[src/rtl/caster_pkg.sv]
// Shared types and sizing for the waveform LUT loader.
package caster_pkg;

    typedef enum logic [1:0] {
        StIdle,
        StLoad,
        StCheck
    } wvfm_state_e;

    localparam int unsigned WVFM_ABITS = 12;
    localparam int unsigned WVFM_DBITS = 8;
    localparam int unsigned WVFM_BYTES = 4096;

endpackage

[src/rtl/wvfm_loader.sv]
// Streams a host waveform table into the LUT write port and validates it with a
// trailing checksum byte; the LUT is only written while the display pipeline grants access.
module wvfm_loader
    import caster_pkg::*;
#(
    parameter int unsigned ABITS   = WVFM_ABITS,
    parameter int unsigned DBITS   = WVFM_DBITS,
    parameter int unsigned TIMEOUT = 1000000
) (
    input  logic             clk,
    input  logic             rst_n,
    input  logic             start,
    input  logic             abort,
    input  logic             wr_allow,
    input  logic [DBITS-1:0] s_data,
    input  logic             s_valid,
    output logic             s_ready,
    output logic             we,
    output logic [ABITS-1:0] addr,
    output logic [DBITS-1:0] din,
    output logic             busy,
    output logic             done,
    output logic             err,
    output logic             lut_valid
);

    localparam int unsigned   TW      = $clog2(TIMEOUT + 1);
    localparam logic [TW-1:0] TmoLast = TW'(TIMEOUT - 1);

    wvfm_state_e      state_q, state_d;
    logic [ABITS:0]   idx_q, idx_d;
    logic [DBITS-1:0] sum_q, sum_d;
    logic [TW-1:0]    tmo_q, tmo_d;
    logic             we_q, we_d;
    logic [ABITS-1:0] addr_q, addr_d;
    logic [DBITS-1:0] din_q, din_d;
    logic             done_q, done_d;
    logic             err_q, err_d;
    logic             lut_valid_q, lut_valid_d;

    logic             hs;
    logic [DBITS-1:0] sum_chk;

    // start/abort steal the handshake so a restarting cycle never writes a stale byte
    assign s_ready = (state_q != StIdle) && wr_allow && !start && !abort;
    assign hs      = s_valid && s_ready;
    assign sum_chk = sum_q + s_data;

    always_comb begin
        state_d     = state_q;
        idx_d       = idx_q;
        sum_d       = sum_q;
        tmo_d       = tmo_q;
        we_d        = 1'b0;
        addr_d      = addr_q;
        din_d       = din_q;
        done_d      = 1'b0;
        err_d       = err_q;
        lut_valid_d = lut_valid_q;

        case (state_q)
            StIdle: begin
                if (start && !abort) begin
                    state_d     = StLoad;
                    idx_d       = '0;
                    sum_d       = '0;
                    tmo_d       = '0;
                    err_d       = 1'b0;
                    lut_valid_d = 1'b0;
                end
            end
            StLoad, StCheck: begin
                if (abort) begin
                    err_d   = 1'b1;
                    state_d = StIdle;
                end else if (start) begin
                    state_d     = StLoad;
                    idx_d       = '0;
                    sum_d       = '0;
                    tmo_d       = '0;
                    err_d       = 1'b0;
                    lut_valid_d = 1'b0;
                end else if (hs) begin
                    tmo_d = '0;
                    if (state_q == StLoad) begin
                        we_d    = 1'b1;
                        addr_d  = idx_q[ABITS-1:0];
                        din_d   = s_data;
                        sum_d   = sum_chk;
                        idx_d   = idx_q + (ABITS + 1)'(1);
                        state_d = idx_d[ABITS] ? StCheck : StLoad;
                    end else begin
                        state_d = StIdle;
                        if (sum_chk == '0) begin
                            done_d      = 1'b1;
                            lut_valid_d = 1'b1;
                        end else begin
                            err_d = 1'b1;
                        end
                    end
                end else if (wr_allow) begin
                    // stall time only accrues while the host could actually have been served
                    if (tmo_q == TmoLast) begin
                        err_d   = 1'b1;
                        state_d = StIdle;
                    end else begin
                        tmo_d = tmo_q + TW'(1);
                    end
                end
            end
            default: state_d = StIdle;
        endcase
    end

    always_ff @(posedge clk or negedge rst_n) begin
        if (!rst_n) begin
            state_q     <= StIdle;
            idx_q       <= '0;
            sum_q       <= '0;
            tmo_q       <= '0;
            we_q        <= 1'b0;
            addr_q      <= '0;
            din_q       <= '0;
            done_q      <= 1'b0;
            err_q       <= 1'b0;
            lut_valid_q <= 1'b1;  // SRAM powers up holding the default waveform
        end else begin
            state_q     <= state_d;
            idx_q       <= idx_d;
            sum_q       <= sum_d;
            tmo_q       <= tmo_d;
            we_q        <= we_d;
            addr_q      <= addr_d;
            din_q       <= din_d;
            done_q      <= done_d;
            err_q       <= err_d;
            lut_valid_q <= lut_valid_d;
        end
    end

    assign we        = we_q;
    assign addr      = addr_q;
    assign din       = din_q;
    assign done      = done_q;
    assign err       = err_q;
    assign lut_valid = lut_valid_q;
    assign busy      = (state_q != StIdle);

endmodule
[config.mk]
export PLATFORM = sky130hd
export DESIGN_NAME = wvfm_loader
export DESIGN_NICKNAME = d
export VERILOG_FILES = /design/src/rtl/caster_pkg.sv /design/src/rtl/wvfm_loader.sv
export SDC_FILE = /design/constraint.sdc
export NUM_CORES = 1
export LEC_CHECK = 0
export CAP_MARGIN = 10
export CORE_MARGIN = 2
export CORE_UTILIZATION = 55
export CTS_CLUSTER_SIZE = 20
export DETAILED_ROUTE_END_ITERATION = 8
export DONT_BUFFER_PORTS = 1
export GPL_TIMING_DRIVEN = 1
export PLACE_DENSITY_LB_ADDON = 0.3
export SYNTH_ARGS = -nofsm -noshare
export SYNTH_HDL_FRONTEND = slang
export SYNTH_SLANG_ARGS = --single-unit
[constraint.sdc]
create_clock -name clk -period 5.15 [get_ports clk]
set_input_delay 1.03 -clock clk [delete_from_list [all_inputs] [get_ports clk]]
set_output_delay 1.03 -clock clk [all_outputs]
set_load 0.03 [all_outputs]
==> reports/qor.yml, run 1 <==
outcome: "finished clean"
die_area_mm2: 0.00718
clock_sinks: 67
clock_latency_ns: 0.36
worst_slew_pin_slew_ns: 1.07
mostFrequentLayoutCell: "nand2_1"
cts-root-buf: "clkbuf_8"
setup_viol: 0
final_cell_mix: "nand2_1 (80), dfrtp_1 (66), nor2_1 (41)"
numPortBuffers: 0
ant_nets: 0
period_share_pct: 64.1
cp_data_arrival_time_ns: 3.54
vias: 2750
dr.pass1.iters: 4
post-cts-setup-buffer-count: 0
drive_gt1_share_pct: 7.54
power.internal_uw: 897
seq_power_share_pct: 48.1
preCtsSetupSlack_ns: 1.48
power.density_mw_per_mm2: 363
coreArea_mm2: 0.00631
drv_slew: 0
endpoint: "err"
postCtsHoldBufs: 0
switching_share_pct: 35.0
finalNonFillerCells: 475
synth_cells: 395
gp_congestion: 0.863
grt_max_degree: 68
synth_cell_type_count: 53
die_h_um: 84.7
finalHoldViolCount: 0
drt_iter0_markers: 163
path_common_cell: "nor4b_1"
grt_first_pass_wirelength_um: 12400
netlist_area_mm2: 0.00359
area_growth_pct: 6.18
dp_hpwl_um: 4740
r2r_start: "sum_q[0]"
crit_path_start_kind: "primary input"
grt_setup_unrepaired: "false"
power.switching_uw: 484
fmax_mhz: 303
grt_pass1_vias: 2700
critPathSlowestCell: "nor4b_1"
numCtsBuffers: 9
crit_chain: "ha_1 > fa_1 > a211oi_1 > nor4b_1 > nor4b_1 > a41oi_1 > o211ai_1 > mux2_2"
timing.rr.end: "err"
critPathRequiredTime_ns: 5.39
synthArstFlopShare_pct: 100
combinationalPowerShare_pct: 18.5
synth_ff_type: "dfrtp_1"
wire_per_inst_um: 15.1
overflow: 0
grt.total_usage_pct: 21.6
finalCriticalPeriod_ns: 3.30
ir_worst_vdd_mv: 0.238
reg2regPathDepth: 8
rows: 29
synth-edff-count: 0
yosysWarnings: 0
setup_tns_ns: 0
hold_class: "in2async"
post_cts_resized: 0
antenna_cells: 0
clk_path_buf_depth: 2
cts_tree: "yes"
setup_ws_ns: 1.85
antenna_found_initial: 0
crit_fanout: 4
boundaryPins: 40
viasPerCell: 5.79
htreeDepth: 3
placed_cells: 459
leakage_uw: 0.00175
die_x_um: 84.7
clk_pin_slew_worst_paths_ns: 0.09
cap_violations: 0
r2r_slack_ns: 2.14
synth_seq_area_share_pct: 46.8
endpoint_kind: "flip-flop"
start_util_pct: 56.8
ys_seq_elements: 67
startpoint: "s_data[0]"
slowest_delay_ns: 0.59
drc: 0
routed_wl_um: 7160
path_class: "in2reg"
final_util_pct: 60.3
skew_ns: 0.00921
syn_area_per_cell_um2: 9.08
syn_nets: 422
final_nets: 420
max-slew-margin-rel_pct: 28.3
power_frac_clock_pct: 33.3
==> final cells by class <==
cell class / count / area (um^2)
well taps: 77 / 96.3
flip-flops and latches: 67 / 1680
fillers: 530 / 2510
multi-input cells: 300 / 1760
clock buffers: 9 / 124
repair buffers: 3 / 22.5
inverters: 12 / 45.0
clock inverters: 7 / 81.3
==> per-stage QoR <==
step                      cell area [um^2]  power, uW  hold WS (ns)
final                                 3810       1380         0.359
after global placement                3600        924         0.491
after CTS                             3810       1400         0.339
after global routing                  3810       1460         0.340
after detailed placement              3600        931         0.500
after floorplan                       3590        895         0.472
==> layer usage <==
metal | vias up | track usage (%) | part of all wire, %
li1 | 1362 | - | -
met1 | 1314 | 28.1 | 46
met2 | 64 | 34.6 | 47
met3 | 10 | 5.41 | 4.6
met4 | 0 | 8.51 | 1.9
met5 | - | 0 | 0
==> flip-flops by register name, indices dropped and copies added (netlist names) <==
register   cells
tmo_q         20
din            8
idx_q         13
sum_q          8
addr          12
state_q        2
we             1
lut_valid      1
done           1
err            1
==> worst max-delay path, delay by kind of cell <==
family | cells | cell delay, ns
adders and majority gates | 2 | 0.60
and+or+nand+nor | 2 | 0.71
muxes | 1 | 0.36
AOI/OAI and AO/OA | 3 | 0.84
==> Yosys cell counts, types with 4 or more instances <==
cell / n / area (um^2)
xnor2_1: 20 / 175
xor2_1: 10 / 87.6
nor2b_1: 4 / 25.0
and3_1: 6 / 37.5
dfrtp_1: 66 / 1650
nand2_1: 80 / 300
clkbuf_1: 11 / 41.3
inv_1: 12 / 45.0
nand3_1: 33 / 165
nor3_1: 7 / 35.0
o21ai_0: 14 / 70.1
a2111oi_0: 4 / 35.0
o211ai_1: 5 / 37.5
nand4_1: 5 / 31.3
a21oi_1: 16 / 80.1
ha_1: 12 / 150
nor2_1: 41 / 154
a211oi_1: 4 / 30.0
==> power groups by stage <==
stage	registers, uW	clock network, uW	logic, uW
after floorplan	668	0	227
after global placement	674	0	249
after detailed placement	676	0	255
after CTS	666	472	257
after global routing	672	492	292
final	665	460	256
==> how the worst min path moves through the flow <==
stage	startpoint	to	slack [ns]
floorplan	idx_q[8]	addr[8]	0.47
global placement	sum_q[5]	sum_q[5]	0.49
detailed placement	sum_q[0]	sum_q[0]	0.50
CTS	rst_n	addr[11]	0.34
global route	rst_n	addr[3]	0.34
finish	rst_n	addr[11]	0.36
==> kinds of logic (layout without fill, tap and decap cells) <==
| logic type | count (synthesis) | count (layout) | share of synthesized area (%) |
|---|---|---|---|
| adders and majority gates | 13 | 13 | 4.75 |
| buffers and inverters | 28 | 31 | 4.12 |
| muxes | 2 | 2 | 0.628 |
| AOI/OAI and AO/OA | 58 | 58 | 10.7 |
| DFF | 67 | 67 | 46.8 |
| xor gates and xnor gates | 30 | 30 | 7.33 |
| and+or+nand+nor | 197 | 197 | 25.6 |
Power figures use the tool's default switching activity.
==> run 2: changes to the inputs <==
--- a/config.mk
+++ b/config.mk
@@ -5,6 +5,7 @@
 export SDC_FILE = /design/constraint.sdc
 export NUM_CORES = 1
 export LEC_CHECK = 0
+export ABC_AREA = 1
 export CAP_MARGIN = 10
 export CORE_MARGIN = 2
 export CORE_UTILIZATION = 55
==> constraint.sdc (replaced) <==
create_clock -name clk -period 3 [get_ports clk]
set_input_delay 0.6 -clock clk [delete_from_list [all_inputs] [get_ports clk]]
set_output_delay 0.6 -clock clk [all_outputs]
set_load 0.03 [all_outputs]
==> run 2 against run 1 <==
Compared with the run above:
- largest cell class unchanged
- power increased by 110%
- critical path type is now reg2reg
- worst setup slack got worse by 1.2 ns
- synthesized cell count rose by 27%
==> reports/qor.yml, run 2 <==
outcome: "finished clean"
grt_setup_unrepaired: "false"
die_x_um: 87.7
grt_max_degree: 67
finalInstanceArea_mm2: 0.00415
numCtsBuffers: 9
viasPerCell: 5.35
syn_area_per_cell_um2: 7.67
yosysWarnings: 0
synth_commonest_cells: "nand2_1 (136), dfrtp_1 (66), inv_1 (56)"
top_register: "tmo_q"
synth-edff-count: 0
rows: 30
final_cell_mix: "nand2_1 (136), dfrtp_1 (66), inv_1 (56)"
ant_nets: 0
cts_tree: "yes"
endpoint: "tmo_q[12]"
synth_top_area_share_pct: 42.8
reg2regPathDepth: 11
synth_seq_area_share_pct: 43.5
drt_iter0_markers: 174
final_nets: 532
dr.pass1.iters: 5
overflow: 0
r2r_start: "state_q[0]"
finalCriticalPeriod_ns: 2.30
wire_per_inst_um: 13.5
r2r_slack_ns: 0.70
timing.rr.end: "tmo_q[12]"
hold_class: "in2async"
largest_register_ffs: 20
drc: 0
crit_path_start_kind: "flip-flop"
antenna_cells: 0
critPathRequiredTime_ns: 3.24
die_area_mm2: 0.00770
routed_wl_um: 8200
syn_nets: 530
clock_latency_ns: 0.34
grt.total_usage_pct: 23.3
numPortBuffers: 0
cap_violations: 0
die_h_um: 87.7
setup_viol: 0
drv_slew: 0
cts-root-buf: "clkbuf_8"
leakage_uw: 0.00201
area_growth_pct: 7.62
placed_cell_area_mm2: 0.00390
netlist_area_mm2: 0.00386
clock_sinks: 67
finalHoldViolCount: 0
ys_seq_elements: 67
vias: 3243
drive_gt1_share_pct: 7.84
coreArea_mm2: 0.00679
grt_first_pass_wirelength_um: 14100
antenna_found_initial: 0
mostFrequentLayoutCell: "nand2_1"
yosys-top-cells-area: "dfrtp_1 (43%), nand2_1 (13%), nand3_1 (6.1%)"
boundaryPins: 40
power.density_mw_per_mm2: 683
grt_pass1_vias: 3158
gp_congestion: 0.895
period_share_pct: 76.6
synth_ff_type: "dfrtp_1"
final_util_pct: 61.1
crit_fanout: 31
synth_cells: 503
fmax_mhz: 435
endpoint_kind: "flip-flop"
setup_tns_ns: 0
cp_data_arrival_time_ns: 2.54
max-slew-margin-rel_pct: 72.2
holdWs_ns: 0.0963
post_cts_resized: 0
ir_worst_vdd_mv: 0.388
synth_cell_type_count: 39
synthArstFlopShare_pct: 100
htreeDepth: 3
synth_most_common_cell: "nand2_1"
power_uw: 2830
startpoint: "state_q[0]"
skew_ns: 0.00660
yosysTopAreaCell: "dfrtp_1"
clk_path_buf_depth: 2
clk_pin_slew_worst_paths_ns: 0.07
start_util_pct: 56.8
dp_hpwl_um: 5850
worst_slew_pin_slew_ns: 0.414
path_class: "reg2reg"
[run 2: cell types whose count changed in the layout (fill, tap and decap cells not counted), moves of 11 or more]
cell and change:
inv_1 +44, nand2_1 +56, nand3_1 +14, o21ai_1 +11, nor2_1 +11, xnor2_1 -19
[run 2: where the power goes]
part           internal, uW  switching, uW  leakage, uW
Clock                   513            347     0.000113
Sequential             1000            219     0.000923
Combinational           213            540     0.000971
[run 2: what timing repair did]
action,in CTS,in global routing
hold buffers,1,0
endpoints found under the hold margin,66,0
setup endpoints to repair,0,0
buffers inserted,0,0
[run 2: area by class of cell]
type	count	area [um^2]
Fill cell	627	2640
Multi-Input combinational cell	364	1850
Sequential cell	67	1680
Inverter	60	229
Clock buffer	12	155
Tap cell	96	120
Clock inverter	4	72.6
Timing Repair Buffer	3	42.5
[run 2: how the worst min path moves through the flow]
stage / from / to / slack (ns) / depth (start not counted)
floorplan: rst_n / addr[0] / 0.30 / 0
global placement: rst_n / we / 0.31 / 0
detailed placement: rst_n / tmo_q[13] / 0.31 / 0
CTS: rst_n / lut_valid / 0.09 / 0
global route: rst_n / lut_valid / 0.08 / 0
finish: rst_n / lut_valid / 0.1 / 0
[run 2: critical path: stages, from the launching register on]
cell and delay (ns):
dfrtp_1 0.40, inv_1 0.06, ha_1 0.49, inv_4 0.09, nor2_1 0.19, o21ai_2 0.11
nor2_1 0.11, nand2_2 0.10, nand2_4 0.25, inv_1 0.18, a21oi_1 0.16, nor2_1 0.05
[run 2: kinds of logic (layout without fill, tap and decap cells)]
group	count (synthesis)	in the layout	share of synthesized area, %
AO/OA/AOI/OAI	70	70	10.3
XOR/XNOR	6	6	1.36
adder cells (fa/ha/maj)	13	13	4.41
buffers and inverters	72	79	8.43
flip-flops	67	67	43.5
AND/OR/NAND/NOR	275	275	32.0
[run 2: per-stage QoR]
step           instances  setup WS [ns]
2_1_floorplan        503          0.955
3_3_place_gp         589          0.828
3_5_place_dp         589          0.724
4_1_cts              606          0.706
5_1_grt              606          0.468
6_report             606          0.701
[run 2: routing by layer]
layer	vias to the layer above	track usage [%]	share of wire [%]
met5	-	0	0
met4	0	9.65	1.5
met3	10	4.52	3.5
met2	61	39.0	50
met1	1525	29.5	45
li1	1647	-	-
==> run 3: changes to the inputs <==
==> constraint.sdc (replaced) <==
create_clock -name clk -period 2 [get_ports clk]
set_input_delay 0.4 -clock clk [delete_from_list [all_inputs] [get_ports clk]]
set_output_delay 0.4 -clock clk [all_outputs]
set_load 0.03 [all_outputs]
==> run 3 against run 2 <==
Compared with the run above:
- first-iteration DRC count grew 18%
- hold slack gained 0.065 ns
- register-to-register slack lost 0.61 ns
- clock skew grew 0.00095 ns
- clock-buffer cell count is the same
- cell area grew 3.6%
==> reports/qor.yml, run 3 (synthesis results as in run 2) <==
overflow: 0
reg2regPathDepth: 10
clk_path_buf_depth: 2
cp_data_arrival_time_ns: 2.19
clk_pin_slew_worst_paths_ns: 0.07
fillers: 551
boundaryPins: 40
path_class: "reg2reg"
final_util_pct: 63.3
drive_gt1_share_pct: 11.7
setup_tns_ns: 0
worst_slew_pin_slew_ns: 0.377
timing.rr.end: "err"
grt_first_pass_wirelength_um: 14800
start_util_pct: 56.8
drt_iter0_markers: 205
finalHoldViolCount: 0
leakage_uw: 0.00206
largest_register_ffs: 20
final_cell_mix: "nand2_1 (134), dfrtp_1 (66), inv_1 (56)"
antenna_found_initial: 0
ant_nets: 0
cts_tree: "yes"
dr.pass1.iters: 5
critPathSlowestCell: "fa_2"
dp_hpwl_um: 6090
slowest_delay_ns: 0.42
critPathRequiredTime_ns: 2.28
min_from: "s_data[2]"
hold_class: "in2reg"
setup_viol: 0
drv_slew: 0
drc: 0
endpoint: "err"
die_h_um: 87.7
max-slew-margin-rel_pct: 74.7
top_register: "tmo_q"
clock_latency_ns: 0.34
fmax_mhz: 523
numPortBuffers: 0
mostFrequentLayoutCell: "nand2_1"
final_nets: 543
area_growth_pct: 11.5
viasPerCell: 5.47
r2r_slack_ns: 0.09
crit_fanout: 3
r2r_start: "sum_q[0]"
cap_violations: 0
endpoint_kind: "flip-flop"
grt_setup_unrepaired: "true"
grt_pass1_vias: 3238
die_x_um: 87.7
multi_input_area_mm2: 0.00192
crit_chain: "ha_4 > fa_2 > xor2_1 > nor2_1 > nand3_1 > nor2_2 > nand3_2 > nand2_1 > nand2_1 > nand2_1"
ir_worst_vdd_mv: 0.614
grt.total_usage_pct: 24.4
wire_per_inst_um: 14.1
antenna_cells: 0
rows: 30
crit_path_start_kind: "flip-flop"
ff_latch_area_mm2: 0.00168
gp_congestion: 0.942
routed_wl_um: 8700
coreArea_mm2: 0.00679
clock_sinks: 67
htreeDepth: 3
die_area_mm2: 0.00770
numCtsBuffers: 9
grt_max_degree: 68
outcome: "finished clean"
cts-root-buf: "clkbuf_8"
path_common_cell: "nand2_1"
startpoint: "sum_q[0]"
finalCriticalPeriod_ns: 1.91
power.density_mw_per_mm2: 1040
vias: 3372
skew_ns: 0.00755
period_share_pct: 95.5
==> run 3: cell count changes in the layout (fill, tap and decap cells not counted), sizes merged <==
cell / previous run / this run
buf: 3 / 13
dlygate4sd3: 0 / 1
clkinvlp: 1 / 0
clkinv: 2 / 3
==> run 3: worst min path at each step <==
stage / depth (start not counted) / end / slack (ns)
2_1_floorplan: 0 / addr[0] / 0.10
6_report: 2 / din[2] / 0.16
3_3_place_gp: 0 / tmo_q[15] / 0.11
5_1_grt: 2 / din[7] / 0.16
3_5_place_dp: 0 / tmo_q[14] / 0.11
4_1_cts: 2 / din[0] / 0.15
==> run 3: critical path, delay by kind of cell, from the launching register on <==
kind | cells | cell delay, ns
DFF | 1 | 0.41
adders and majority gates | 2 | 0.60
xor gates and xnor gates | 1 | 0.19
and+or+nand+nor | 7 | 0.63
==> run 3: area by class of cell <==
cell class / instances / share of cell area [%]
clock buffer: 12 / 3.37
clock inverter: 4 / 1.72
inverter: 60 / 5.32
multi-input combinational: 364 / 44.5
sequential: 67 / 39.0
tap: 96 / 2.79
timing repair buffer: 14 / 3.26
==> run 3: power breakdown <==
group	total, uW	switching, uW	leakage (uW)	internal [uW]
registers	1830	326	0.000923	1500
logic	1370	895	0.00103	475
clock network	1260	520	0.000111	738
total	4460	1740	0.00206	2720
==> run 3: timing repair <==
item	in CTS	in global routing
pin swaps	0	3
hold endpoints to repair	67	0
hold buffers	2	0
buffers inserted	0	2
resized for setup	1	14
endpoints found under the setup margin	1	36
==> run 3: per-stage QoR <==
step | instances | area [um^2] | hold WS [ns] | worst slack [ns] | power [uW]
floorplan | 503 | 3860 | 0.104 | 0.153 | 2820
global placement | 597 | 3970 | 0.106 | 0.0715 | 3070
detailed placement | 597 | 3970 | 0.107 | 0.0127 | 3120
CTS | 615 | 4230 | 0.152 | 0.0194 | 4410
global route | 617 | 4300 | 0.163 | -0.0313 | 4710
finish | 617 | 4300 | 0.161 | 0.0896 | 4460
==> run 3: metal layers <==
| metal | wire length [um] | vias to the layer above | global-route usage [%] |
|---|---|---|---|
| met1 | 3740 | 1583 | 30.2 |
| met2 | 4290 | 103 | 41.4 |
| met4 | 177 | 0 | 8.81 |
| met3 | 489 | 20 | 6.03 |
| li1 | - | 1666 | - |
| met5 | 0 | - | 0 |
